===== src/rtl/lane_mode_controller.sv =====
// lane_mode_controller
// Sequences a run-time switch between single-lane (/8) and dual-lane (/2)
// clock divider ratios: drain the lane datapath, freeze the divider, flip
// the mode select, let the divider settle, then release the datapath.
// Every output is a register loaded from the next-state decode, so each
// output lines up exactly with the state it belongs to.

module lane_mode_controller #(
    parameter int unsigned SETTLE_CYCLES = 16,
    parameter int unsigned DRAIN_TIMEOUT = 256
) (
    input  logic clk_in,
    input  logic rst,
    input  logic req_valid,
    input  logic req_single_lane,
    output logic req_ready,
    output logic drain_req,
    input  logic drain_done,
    output logic div_hold,
    output logic single_lane,
    output logic busy,
    output logic done_pulse,
    output logic timeout_err
);

    // One shared counter is reused by DRAIN, HOLD and SETTLE; it is sized
    // for the longest of those dwell times.
    localparam int unsigned CNT_MAX = (SETTLE_CYCLES > DRAIN_TIMEOUT) ? SETTLE_CYCLES : DRAIN_TIMEOUT;
    localparam int unsigned CNT_W   = $clog2(CNT_MAX + 1);

    // Terminal counts: the counter holds the number of completed cycles in
    // the current state, so the last cycle of a state sees N-1.
    localparam logic [CNT_W-1:0] CNT_ZERO    = CNT_W'(0);
    localparam logic [CNT_W-1:0] CNT_ONE     = CNT_W'(1);
    localparam logic [CNT_W-1:0] HOLD_LAST   = CNT_W'(1);
    localparam logic [CNT_W-1:0] SETTLE_LAST = CNT_W'(SETTLE_CYCLES - 1);
    localparam logic [CNT_W-1:0] DRAIN_LAST  = CNT_W'(DRAIN_TIMEOUT - 1);

    typedef enum logic [2:0] {
        ST_IDLE   = 3'd0,
        ST_DRAIN  = 3'd1,
        ST_HOLD   = 3'd2,
        ST_SWITCH = 3'd3,
        ST_SETTLE = 3'd4,
        ST_DONE   = 3'd5,
        ST_ABORT  = 3'd6
    } state_t;

    state_t            state_r;
    state_t            state_next_s;
    logic [CNT_W-1:0]  cnt_r;
    logic [CNT_W-1:0]  cnt_next_s;
    logic              target_r;
    logic              target_next_s;
    logic              single_lane_r;
    logic              single_lane_next_s;

    logic              ready_r;
    logic              drain_req_r;
    logic              div_hold_r;
    logic              busy_r;
    logic              done_pulse_r;
    logic              timeout_err_r;

    logic              ready_next_s;
    logic              drain_req_next_s;
    logic              div_hold_next_s;
    logic              busy_next_s;
    logic              done_pulse_next_s;
    logic              timeout_err_next_s;

    logic              accept_s;

    // A request is taken only from IDLE and never while reset is asserted.
    assign accept_s = req_valid & ready_r & ~rst;

    // Next-state, counter, target and mode-select decode.
    always_comb begin
        state_next_s       = state_r;
        target_next_s      = target_r;
        single_lane_next_s = single_lane_r;
        cnt_next_s         = cnt_r;

        case (state_r)
            ST_IDLE: begin
                if (accept_s) begin
                    target_next_s = req_single_lane;
                    if (req_single_lane == single_lane_r) begin
                        state_next_s = ST_DONE;
                    end else begin
                        state_next_s = ST_DRAIN;
                    end
                end else begin
                    state_next_s = ST_IDLE;
                end
            end
            ST_DRAIN: begin
                // A drained datapath wins over a timeout in the same cycle.
                if (drain_done) begin
                    state_next_s = ST_HOLD;
                end else if (cnt_r == DRAIN_LAST) begin
                    state_next_s = ST_ABORT;
                end else begin
                    state_next_s = ST_DRAIN;
                end
            end
            ST_HOLD: begin
                if (cnt_r == HOLD_LAST) begin
                    state_next_s = ST_SWITCH;
                end else begin
                    state_next_s = ST_HOLD;
                end
            end
            ST_SWITCH: begin
                // Mode select flips while the divider is still frozen.
                single_lane_next_s = target_r;
                state_next_s       = ST_SETTLE;
            end
            ST_SETTLE: begin
                if (cnt_r == SETTLE_LAST) begin
                    state_next_s = ST_DONE;
                end else begin
                    state_next_s = ST_SETTLE;
                end
            end
            ST_DONE: begin
                state_next_s = ST_IDLE;
            end
            ST_ABORT: begin
                state_next_s = ST_IDLE;
            end
            default: begin
                state_next_s = ST_IDLE;
            end
        endcase

        // Counter clears on every state entry and only advances in the
        // timed states, whose terminal compare always leaves before a wrap.
        if (state_next_s != state_r) begin
            cnt_next_s = CNT_ZERO;
        end else if ((state_r == ST_DRAIN) || (state_r == ST_HOLD) || (state_r == ST_SETTLE)) begin
            cnt_next_s = cnt_r + CNT_ONE;
        end else begin
            cnt_next_s = cnt_r;
        end
    end

    // Moore output decode from the state being entered next cycle.
    always_comb begin
        ready_next_s       = 1'b0;
        drain_req_next_s   = 1'b0;
        div_hold_next_s    = 1'b0;
        busy_next_s        = 1'b1;
        done_pulse_next_s  = 1'b0;
        timeout_err_next_s = 1'b0;

        case (state_next_s)
            ST_IDLE: begin
                ready_next_s = 1'b1;
                busy_next_s  = 1'b0;
            end
            ST_DRAIN: begin
                drain_req_next_s = 1'b1;
            end
            ST_HOLD: begin
                drain_req_next_s = 1'b1;
                div_hold_next_s  = 1'b1;
            end
            ST_SWITCH: begin
                drain_req_next_s = 1'b1;
                div_hold_next_s  = 1'b1;
            end
            ST_SETTLE: begin
                drain_req_next_s = 1'b1;
            end
            ST_DONE: begin
                done_pulse_next_s = 1'b1;
            end
            ST_ABORT: begin
                timeout_err_next_s = 1'b1;
            end
            default: begin
                busy_next_s = 1'b1;
            end
        endcase
    end

    // State, counter, target and mode-select registers.
    always_ff @(posedge clk_in) begin
        if (rst) begin
            state_r       <= ST_IDLE;
            cnt_r         <= CNT_ZERO;
            target_r      <= 1'b0;
            single_lane_r <= 1'b0;
        end else begin
            state_r       <= state_next_s;
            cnt_r         <= cnt_next_s;
            target_r      <= target_next_s;
            single_lane_r <= single_lane_next_s;
        end
    end

    // Registered outputs; reset lands in IDLE with everything deasserted.
    always_ff @(posedge clk_in) begin
        if (rst) begin
            ready_r       <= 1'b1;
            drain_req_r   <= 1'b0;
            div_hold_r    <= 1'b0;
            busy_r        <= 1'b0;
            done_pulse_r  <= 1'b0;
            timeout_err_r <= 1'b0;
        end else begin
            ready_r       <= ready_next_s;
            drain_req_r   <= drain_req_next_s;
            div_hold_r    <= div_hold_next_s;
            busy_r        <= busy_next_s;
            done_pulse_r  <= done_pulse_next_s;
            timeout_err_r <= timeout_err_next_s;
        end
    end

    // req_ready is masked by rst so the requester never sees a handshake
    // opportunity while the block is being reset.
    assign req_ready   = ready_r & ~rst;
    assign drain_req   = drain_req_r;
    assign div_hold    = div_hold_r;
    assign single_lane = single_lane_r;
    assign busy        = busy_r;
    assign done_pulse  = done_pulse_r;
    assign timeout_err = timeout_err_r;

endmodule


===== config.mk =====
export PLATFORM = sky130hd
export DESIGN_NAME = lane_mode_controller
export DESIGN_NICKNAME = d
export VERILOG_FILES = /design/src/rtl/lane_mode_controller.sv
export SDC_FILE = /design/constraint.sdc
export NUM_CORES = 1
export LEC_CHECK = 0
export ABC_AREA = 1
export ABC_CLOCK_PERIOD_IN_PS = 1800
export CAP_MARGIN = 20
export CORE_MARGIN = 3
export CORE_UTILIZATION = 45
export DETAILED_ROUTE_END_ITERATION = 6
export DONT_BUFFER_PORTS = 1
export PLACE_DENSITY = 0.65
export SLEW_MARGIN = 30
export SYNTH_ARGS = -nofsm -noshare
export SYNTH_HDL_FRONTEND = slang
export SYNTH_SLANG_ARGS = --single-unit
export TNS_END_PERCENT = 1

===== constraint.sdc =====
create_clock -name clk_in -period 1.8 [get_ports clk_in]
set_input_delay 0.36 -clock clk_in [delete_from_list [all_inputs] [get_ports clk_in]]
set_output_delay 0.36 -clock clk_in [all_outputs]
set_load 0.03 [all_outputs]

==> flow_summary.yaml, run 1 <==
status:
  status: "finished, violations left"
  violations: "setup timing"
clocking:
  clockRootBuffer: "clkbuf_4"
  cts_tree: "built"
  post-cts-setup-buffer-count: 0
  cts_hold_buf: 0
  cts_sinks: 20
  clk_path_buf_depth: 2
  clock_latency_ns: 0.30
  cts_buffers: 3
  cts_max_level: 1
  clk_pin_slew_worst_paths_ns: 0.11
synth:
  yosys_warnings: 0
  ys_seq_area_frac: 0.388
  async_reset_ff_frac: 0
  synthTopCellsByArea: "dfxtp_1 39%, nand2_1 11%, inv_1 9.1%, nor2_1 6.9%, xor2_1 4.2%"
  synth_top_area_cell: "dfxtp_1"
  synth-adder-area-share: 0.0243
  yosys.area_share.simple: 0.357
  synth_top_flop_cell: "dfxtp_1"
  postSynthAreaPerCell_um2: 7.06
  synth_seq_cells: 20
  synth_cells: 146
  synth_top_area_share: 0.388
  synth-edff-count: 0
  synth_mux_area_frac: 0
  synth_compound_area_frac: 0.0546
  syn-num-nets: 153
  synthDistinctLibCells: 23
  synthXorXnorAreaFrac: 0.0595
  netlist_area_um2: 1030
  synth_top_family_by_area: "simple AND/OR/NAND/NOR gates"
cells_and_area:
  nets: 167
  final_cell_mix: "27 x nand2_1, 25 x inv_1, 18 x dfxtp_1"
  antennaDiodeCount: 0
  largestRegisters: "cnt_r: 9 flops, state_r: 3 flops"
  largest_reg_flops: 9
  top_register: "cnt_r"
  fin_cells: 186
  fillers: 189
  final_common_cell: "nand2_1"
  final_area_um2: 1240
  final_util: 0.600
  layout-drive-gt1-share: 0.308
  syn_to_final_growth_pct: 19.9
power:
  power_switching_mw: 0.287
  power_leakage_nw: 0.576
  power.density_nw_per_um2: 758
  swShare: 0.306
  p_int_mw: 0.650
  pwr-share-clk: 0.278
  combinationalPowerShare: 0.189
  irDropWorstVdd_uv: 595
  sequentialPowerShare: 0.534
detailed_routing:
  drtIter0Drc: 17
  routed_wl_mm: 2.12
  firstDrtPassIters: 4
  vias: 901
  post_drt_wl_per_cell_um: 11.4
  drc_errors: 0
  viasPerCell: 4.84
  postRouteAntennaNets: 0
min_path:
  holdCritPathClass: "primary input to flip-flop"
timing:
  grt_setup_unrepaired: "yes"
  finClkSkew_ns: 0.00142
  fmax_mhz: 549
  relSlewSlack: 0.626
  worst_slack_ns: -0.0200
  slew_violations: 0
  min_period_ns: 1.82
  fin_setup_tns_ns: -0.0573
  min_period_over_period: 1.01
  hold_violations: 0
  setup_violations: 5
  worst-slew-pin-transition_ns: 0.559
job:
  maxCapViolCount: 0
critical_path:
  slowest_stage: "dfxtp_2"
  endpoint_kind: "flip-flop"
  crit_type: "flip-flop to flip-flop"
  critPathLaunchType: "flip-flop"
  cp.arrival_ns: 2.03
  path_max_fanout: 4
  cp_cell_sequence: "ha_4 -> nand3_2 -> nor4_4 -> ha_2 -> or2_2 -> nor2_2 -> nor2_2 -> nand3_1 -> nand2_2 -> nand2_2 -> nor2_1"
  critical-path-max-stage-delay_ns: 0.35
  cp.required_ns: 2.01
die:
  start_util: 0.500
  core-area_um2: 2060
  die_w_um: 53.9
  die-area_um2: 2900
  rows: 16
  ios: 12
  die_y_um: 53.9
global_route:
  grt_antenna_before_repair: 0
  grt_max_degree: 12
  grt_pass1_vias: 877
  grt_use_total: 0.187
  grt_pass1_wl_mm: 3.86
  grt_overflow_total: 0
placement:
  dp.cells: 181
  globalplace.congestion: 0.787
  hpwl_mm: 1.52
  io_buffers: 0
  placed_area_um2: 1120
[per-stage QoR]
step	total power, mW	hold WS, ns	worst slack [ns]
3_3_place_gp	0.658	0.432	-0.00416
5_1_grt	0.988	0.0962	-0.103
2_1_floorplan	0.629	0.429	0.0495
3_5_place_dp	0.661	0.437	-0.116
4_1_cts	0.937	0.100	0.0107
6_report	0.938	0.105	-0.0200
[cells by family (layout without fill, tap and decap cells)]
group / Yosys count / in the layout
compound gates: 9 / 9
flops: 20 / 20
xor+xnor: 7 / 7
buf+inv: 30 / 42
fa+ha+maj: 2 / 2
simple gates: 78 / 79
[power by group through the flow]
stage | Sequential (mW) | Combinational [mW] | Clock [mW]
after floorplan | 0.506 | 0.124 | 0
after global placement | 0.509 | 0.149 | 0
after detailed placement | 0.508 | 0.153 | 0
after CTS | 0.498 | 0.171 | 0.268
after global routing | 0.504 | 0.198 | 0.286
final | 0.501 | 0.177 | 0.260
[Yosys cell counts, types with 2 or more instances]
library cell and instances:
inv_2 4, nand2_2 6, dfxtp_1 20, nor2_1 19, xnor2_1 2, nor3_1 5, a21oi_1 2, nand3_2 2
xor2_1 5, nand3_1 8, nor2_2 3, inv_1 25, o21ai_0 4, nand2_1 30, ha_1 2, a21oi_2 2
[layout make-up]
type,count,area [µm²],area share
well taps,27,33.8,0.0273
inverters,29,109,0.0881
multi-input cells,97,587,0.475
repair buffers,9,67.6,0.0547
clock buffers,4,36.3,0.0294
flip-flops and latches,20,403,0.326
[routing by layer]
layer | up-vias | track usage | part of all wire
met5 | - | 0 | 0
met4 | 0 | 0.0766 | 0.019
met3 | 5 | 0.0609 | 0.045
met2 | 8 | 0.315 | 0.48
met1 | 419 | 0.217 | 0.45
li1 | 469 | - | -
[final timing paths]
kind | start | to | slack [ns] | cells past startpoint
setup / recovery | cnt_r[0] | cnt_r[0] | -0.02 | 11
hold / removal | rst | single_lane | 0.11 | 1
setup reg to reg | cnt_r[0] | cnt_r[0] | -0.02 | 11
hold reg to reg | target_r | single_lane | 0.51 | 2
[timing repair]
| action | in CTS | in global routing |
|---|---|---|
| gates resized for setup | 9 | 9 |
| endpoints found under the setup margin | 12 | 16 |
| pin swaps | 3 | 2 |
| gates cloned | 1 | 0 |
[worst max-delay path, delay by kind of cell (launching register included)]
family | cells | cell delay [ns]
flops | 1 | 0.35
fa+ha+maj | 2 | 0.34
simple gates | 9 | 1.03
Note: power is estimated with default switching activity, not from simulation.
==> inputs of run 2 (changes only) <==
--- a/config.mk
+++ b/config.mk
@@ -6,13 +6,13 @@
 export NUM_CORES = 1
 export LEC_CHECK = 0
 export ABC_AREA = 1
-export ABC_CLOCK_PERIOD_IN_PS = 1800
+export ABC_CLOCK_PERIOD_IN_PS = 2100
 export CAP_MARGIN = 20
 export CORE_MARGIN = 3
 export CORE_UTILIZATION = 45
+export CTS_CLUSTER_DIAMETER = 50
 export DETAILED_ROUTE_END_ITERATION = 6
 export DONT_BUFFER_PORTS = 1
-export PLACE_DENSITY = 0.65
 export SLEW_MARGIN = 30
 export SYNTH_ARGS = -nofsm -noshare
 export SYNTH_HDL_FRONTEND = slang
==> constraint.sdc (replaced) <==
create_clock -name clk_in -period 2.1 [get_ports clk_in]
set_input_delay 0.42 -clock clk_in [delete_from_list [all_inputs] [get_ports clk_in]]
set_output_delay 0.42 -clock clk_in [all_outputs]
set_load 0.03 [all_outputs]
==> flow_summary.yaml, run 2 (same netlist as run 1, synthesis figures left out) <==
status:
  status: "finished, final reports clean"
timing:
  worst-slew-pin-transition_ns: 0.557
  worst_slack_ns: 0.159
  slew_violations: 0
  min_period_over_period: 0.924
  setup_violations: 0
  hold_violations: 0
  relSlewSlack: 0.627
  min_period_ns: 1.94
  fin_setup_tns_ns: 0
  fmax_mhz: 515
  finClkSkew_ns: 0.00624
min_path:
  min_to: "single_lane"
  holdCritPathClass: "primary input to flip-flop"
  min_from: "rst"
  holdPathStages: 1
global_route:
  grt_use_total: 0.151
  met1_usage: 0.199
  met3_usage: 0.0526
  grt_pass1_vias: 791
  grt-busiest-layer: "met2"
  grt_pass1_wl_mm: 3.17
  grt_overflow_total: 0
  use_met2: 0.232
  grt_max_degree: 13
  grt_antenna_before_repair: 0
cells_and_area:
  syn_to_final_growth_pct: 8.86
  nets: 157
  fillers: 204
  final_util: 0.544
  antennaDiodeCount: 0
  final_common_cell: "nand2_1"
  final_area_um2: 1120
  layout-drive-gt1-share: 0.188
  largest_reg_flops: 9
  largestRegisters: "cnt_r: 9 flops, state_r: 3 flops"
  final_cell_mix: "29 x nand2_1, 25 x inv_1, 20 x dfxtp_1"
  top_register: "cnt_r"
power:
  irDropWorstVdd_uv: 578
  power.density_nw_per_um2: 775
  p_total_mw: 0.870
  power_leakage_nw: 0.519
critical_path:
  cp.arrival_ns: 2.20
  reg2reg_to: "drain_req"
  rrSetupSlack_ns: 0.16
  path_max_fanout: 3
  endpoint_kind: "flip-flop"
  reg2reg_from: "cnt_r[0]"
  cp.required_ns: 2.36
  worstRegToRegCells: 12
  crit_type: "flip-flop to flip-flop"
  critPathLaunchType: "flip-flop"
clocking:
  cts_hold_buf: 0
  cts_max_level: 1
  cts_tree: "built"
  clk_path_buf_depth: 2
  ctsResizeCount: 0
  clock_latency_ns: 0.30
  post-cts-setup-buffer-count: 0
  clk_pin_slew_worst_paths_ns: 0.12
  cts_sinks: 20
  clockRootBuffer: "clkbuf_4"
  cts_buffers: 3
detailed_routing:
  vias: 835
  routed_wl_mm: 1.90
  drc_errors: 0
  firstDrtPassIters: 4
  viasPerCell: 4.74
  drtIter0Drc: 36
  postRouteAntennaNets: 0
  post_drt_wl_per_cell_um: 10.8
die:
  ios: 12
  rows: 16
  core-area_um2: 2060
  start_util: 0.500
  die_w_um: 53.9
  die_y_um: 53.9
  die-area_um2: 2900
placement:
  placed_area_um2: 1050
  globalplace.congestion: 0.886
  io_buffers: 0
  place_ws_ns: 0.165
  hpwl_mm: 1.43
job:
  maxCapViolCount: 0
## run 2: cell count changes in the layout (fill, tap and decap cells not counted), sizes merged
cell / before / now
buf: 9 / 0
bufinv: 0 / 1
clkbuf: 4 / 3
nand2: 37 / 36
## run 2: routing by layer
metal / vias to the layer above / part of all wire / routed length [µm]
met5: - / 0 / 0
met4: 0 / 0.0068 / 13
met3: 2 / 0.049 / 93
met2: 16 / 0.45 / 851
met1: 363 / 0.50 / 942
li1: 454 / - / -
## run 2: worst max-delay path by stage
stage                      to     start  slack, ns
floorplan            cnt_r[0]  cnt_r[0]       0.35
global placement    drain_req  cnt_r[0]       0.23
detailed placement   cnt_r[2]  cnt_r[0]       0.17
CTS                  cnt_r[2]  cnt_r[0]       0.15
global route        drain_req  cnt_r[1]      -0.08
finish              drain_req  cnt_r[0]       0.16
## run 2: per-stage QoR
stage | hold WS, ns | std cells
floorplan | 0.452 | 146
CTS | 0.167 | 176
global placement | 0.467 | 172
finish | 0.166 | 176
global route | 0.148 | 176
detailed placement | 0.484 | 172
## run 2: cell type report
cell class,count,area [µm²],share of cell area
clock buffer,3,22.5,0.0201
clock inverter,1,30.0,0.0268
inverter,29,109,0.0970
multi-input combinational,96,527,0.469
sequential,20,400,0.357
tap,27,33.8,0.0301
## run 2: report_power, final
part	internal [mW]	switching (mW)	leakage, nW
combinational	0.0374	0.0857	0.328
sequential	0.399	0.0290	0.162
clock	0.193	0.126	0.0279
total	0.629	0.240	0.519
## run 2: worst max-delay path, stage by stage (launching register included)
cell and delay [ns]:
dfxtp_1 0.35, ha_1 0.22, nand3_1 0.16, nor4_2 0.07
ha_1 0.19, or2_2 0.31, nor2_2 0.14, nor2_1 0.07
nand2_1 0.12, nand2_1 0.09, nand2_2 0.09, nand2_1 0.05
inv_1 0.05
==> inputs of run 3 (changes only) <==
--- a/config.mk
+++ b/config.mk
@@ -6,7 +6,7 @@
 export NUM_CORES = 1
 export LEC_CHECK = 0
 export ABC_AREA = 1
-export ABC_CLOCK_PERIOD_IN_PS = 2100
+export ABC_CLOCK_PERIOD_IN_PS = 2180
 export CAP_MARGIN = 20
 export CORE_MARGIN = 3
 export CORE_UTILIZATION = 45
==> constraint.sdc (replaced) <==
create_clock -name clk_in -period 2.18 [get_ports clk_in]
set_input_delay 0.436 -clock clk_in [delete_from_list [all_inputs] [get_ports clk_in]]
set_output_delay 0.436 -clock clk_in [all_outputs]
set_load 0.03 [all_outputs]
==> flow_summary.yaml, run 3 (same netlist as run 1, synthesis figures left out) <==
critical_path:
  crit_family: "simple AND/OR/NAND/NOR gates"
  worst-path-buf-inv: 0
  crit_top_cell: "nor2_1"
  endpoint_kind: "flip-flop"
  cp.required_ns: 2.39
  slowest_stage: "dfxtp_1"
  crit_type: "flip-flop to flip-flop"
  cp.arrival_ns: 2.15
  critical-path-max-stage-delay_ns: 0.34
  cp_cell_sequence: "ha_1 -> nand3_1 -> nor4_1 -> ha_1 -> or2_2 -> nor2_1 -> nor2_1 -> nand3_1 -> nand2_1 -> nand2_2 -> nor2_1"
  path_max_fanout: 9
  critPathLaunchType: "flip-flop"
timing:
  worst_slack_ns: 0.238
  fmax_mhz: 515
  slew_violations: 0
  timing.hold.ws_ns: 0.185
  min_period_over_period: 0.891
  setup_violations: 0
  finClkSkew_ns: 0.00139
  min_period_ns: 1.94
  hold_violations: 0
  fin_setup_tns_ns: 0
  grt_setup_unrepaired: "no"
  worst-slew-pin-transition_ns: 0.557
  relSlewSlack: 0.628
status:
  status: "finished, final reports clean"
cells_and_area:
  antennaDiodeCount: 0
  nets: 157
  largest_reg_flops: 9
  final_common_cell: "nand2_1"
  final_cell_mix: "30 x nand2_1, 25 x inv_1, 20 x dfxtp_1"
  largestRegisters: "cnt_r: 9 flops, state_r: 3 flops"
  final_util: 0.536
  syn_to_final_growth_pct: 7.28
  layout-drive-gt1-share: 0.168
  top_register: "cnt_r"
  final_area_um2: 1110
clocking:
  clk_pin_slew_worst_paths_ns: 0.12
  post-cts-setup-buffer-count: 0
  cts_tree: "built"
  cts_buffers: 3
  ctsResizeCount: 0
  clock_latency_ns: 0.30
  cts_max_level: 1
  clk_path_buf_depth: 2
  clockRootBuffer: "clkbuf_4"
  cts_hold_buf: 0
  cts_sinks: 20
global_route:
  grt_max_degree: 13
  grt_pass1_wl_mm: 3.22
  met1_usage: 0.210
  grt_use_total: 0.151
  met3_usage: 0.0443
  grt_overflow_total: 0
  grt_pass1_vias: 788
  grt_antenna_before_repair: 0
  grt-busiest-layer: "met2"
  use_met2: 0.224
die:
  core-area_um2: 2060
  die_w_um: 53.9
  die-area_um2: 2900
  start_util: 0.500
  ios: 12
  die_y_um: 53.9
  rows: 16
detailed_routing:
  viasPerCell: 4.77
  postRouteAntennaNets: 0
  routed_wl_mm: 1.82
  vias: 839
  drc_errors: 0
  firstDrtPassIters: 4
  drtIter0Drc: 14
  post_drt_wl_per_cell_um: 10.4
placement:
  placed_area_um2: 1050
  io_buffers: 0
  place_ws_ns: 0.245
  globalplace.congestion: 0.886
  hpwl_mm: 1.44
power:
  power_leakage_nw: 0.516
  power.density_nw_per_um2: 752
  irDropWorstVdd_uv: 593
job:
  maxCapViolCount: 0
min_path:
  holdCritPathClass: "primary input to flip-flop"
run 3: power by group:
group,internal (mW),switching [mW]
sequential,0.385,0.0281
clock,0.186,0.119
combinational,0.0345,0.0799
run 3: final cells by class:
cell class	instances	area, µm²
clock buffer	3	22.5
clock inverter	1	30.0
fill	210	956
inverter	29	109
multi-input combinational	96	510
sequential	20	400
tap	27	33.8
run 3: path summary, 6_finish.rpt:
kind / startpoint / endpoint / slack, ns / depth (start not counted)
setup reg to reg: cnt_r[0] / cnt_r[6] / 0.24 / 11
setup / recovery: cnt_r[0] / cnt_r[6] / 0.24 / 11
hold / removal: rst / single_lane / 0.18 / 1
hold reg to reg: target_r / single_lane / 0.50 / 2
run 3: metrics by stage:
stage / instances / power, mW
global route: 176 / 0.868
detailed placement: 172 / 0.535
CTS: 176 / 0.842
finish: 176 / 0.832
global placement: 172 / 0.534
floorplan: 146 / 0.520
run 3: worst register-to-register path: stages (launching register included):
cell and delay, ns:
dfxtp_1 0.34, ha_1 0.22, nand3_1 0.13, nor4_1 0.07
ha_1 0.19, or2_2 0.30, nor2_1 0.15, nor2_1 0.08
nand3_1 0.08, nand2_1 0.06, nand2_2 0.17, nor2_1 0.06
run 3: metal layers:
layer	up-vias	part of all wire
li1	454	-
met1	364	0.51
met2	18	0.43
met3	3	0.051
met4	0	0.0044
met5	-	0
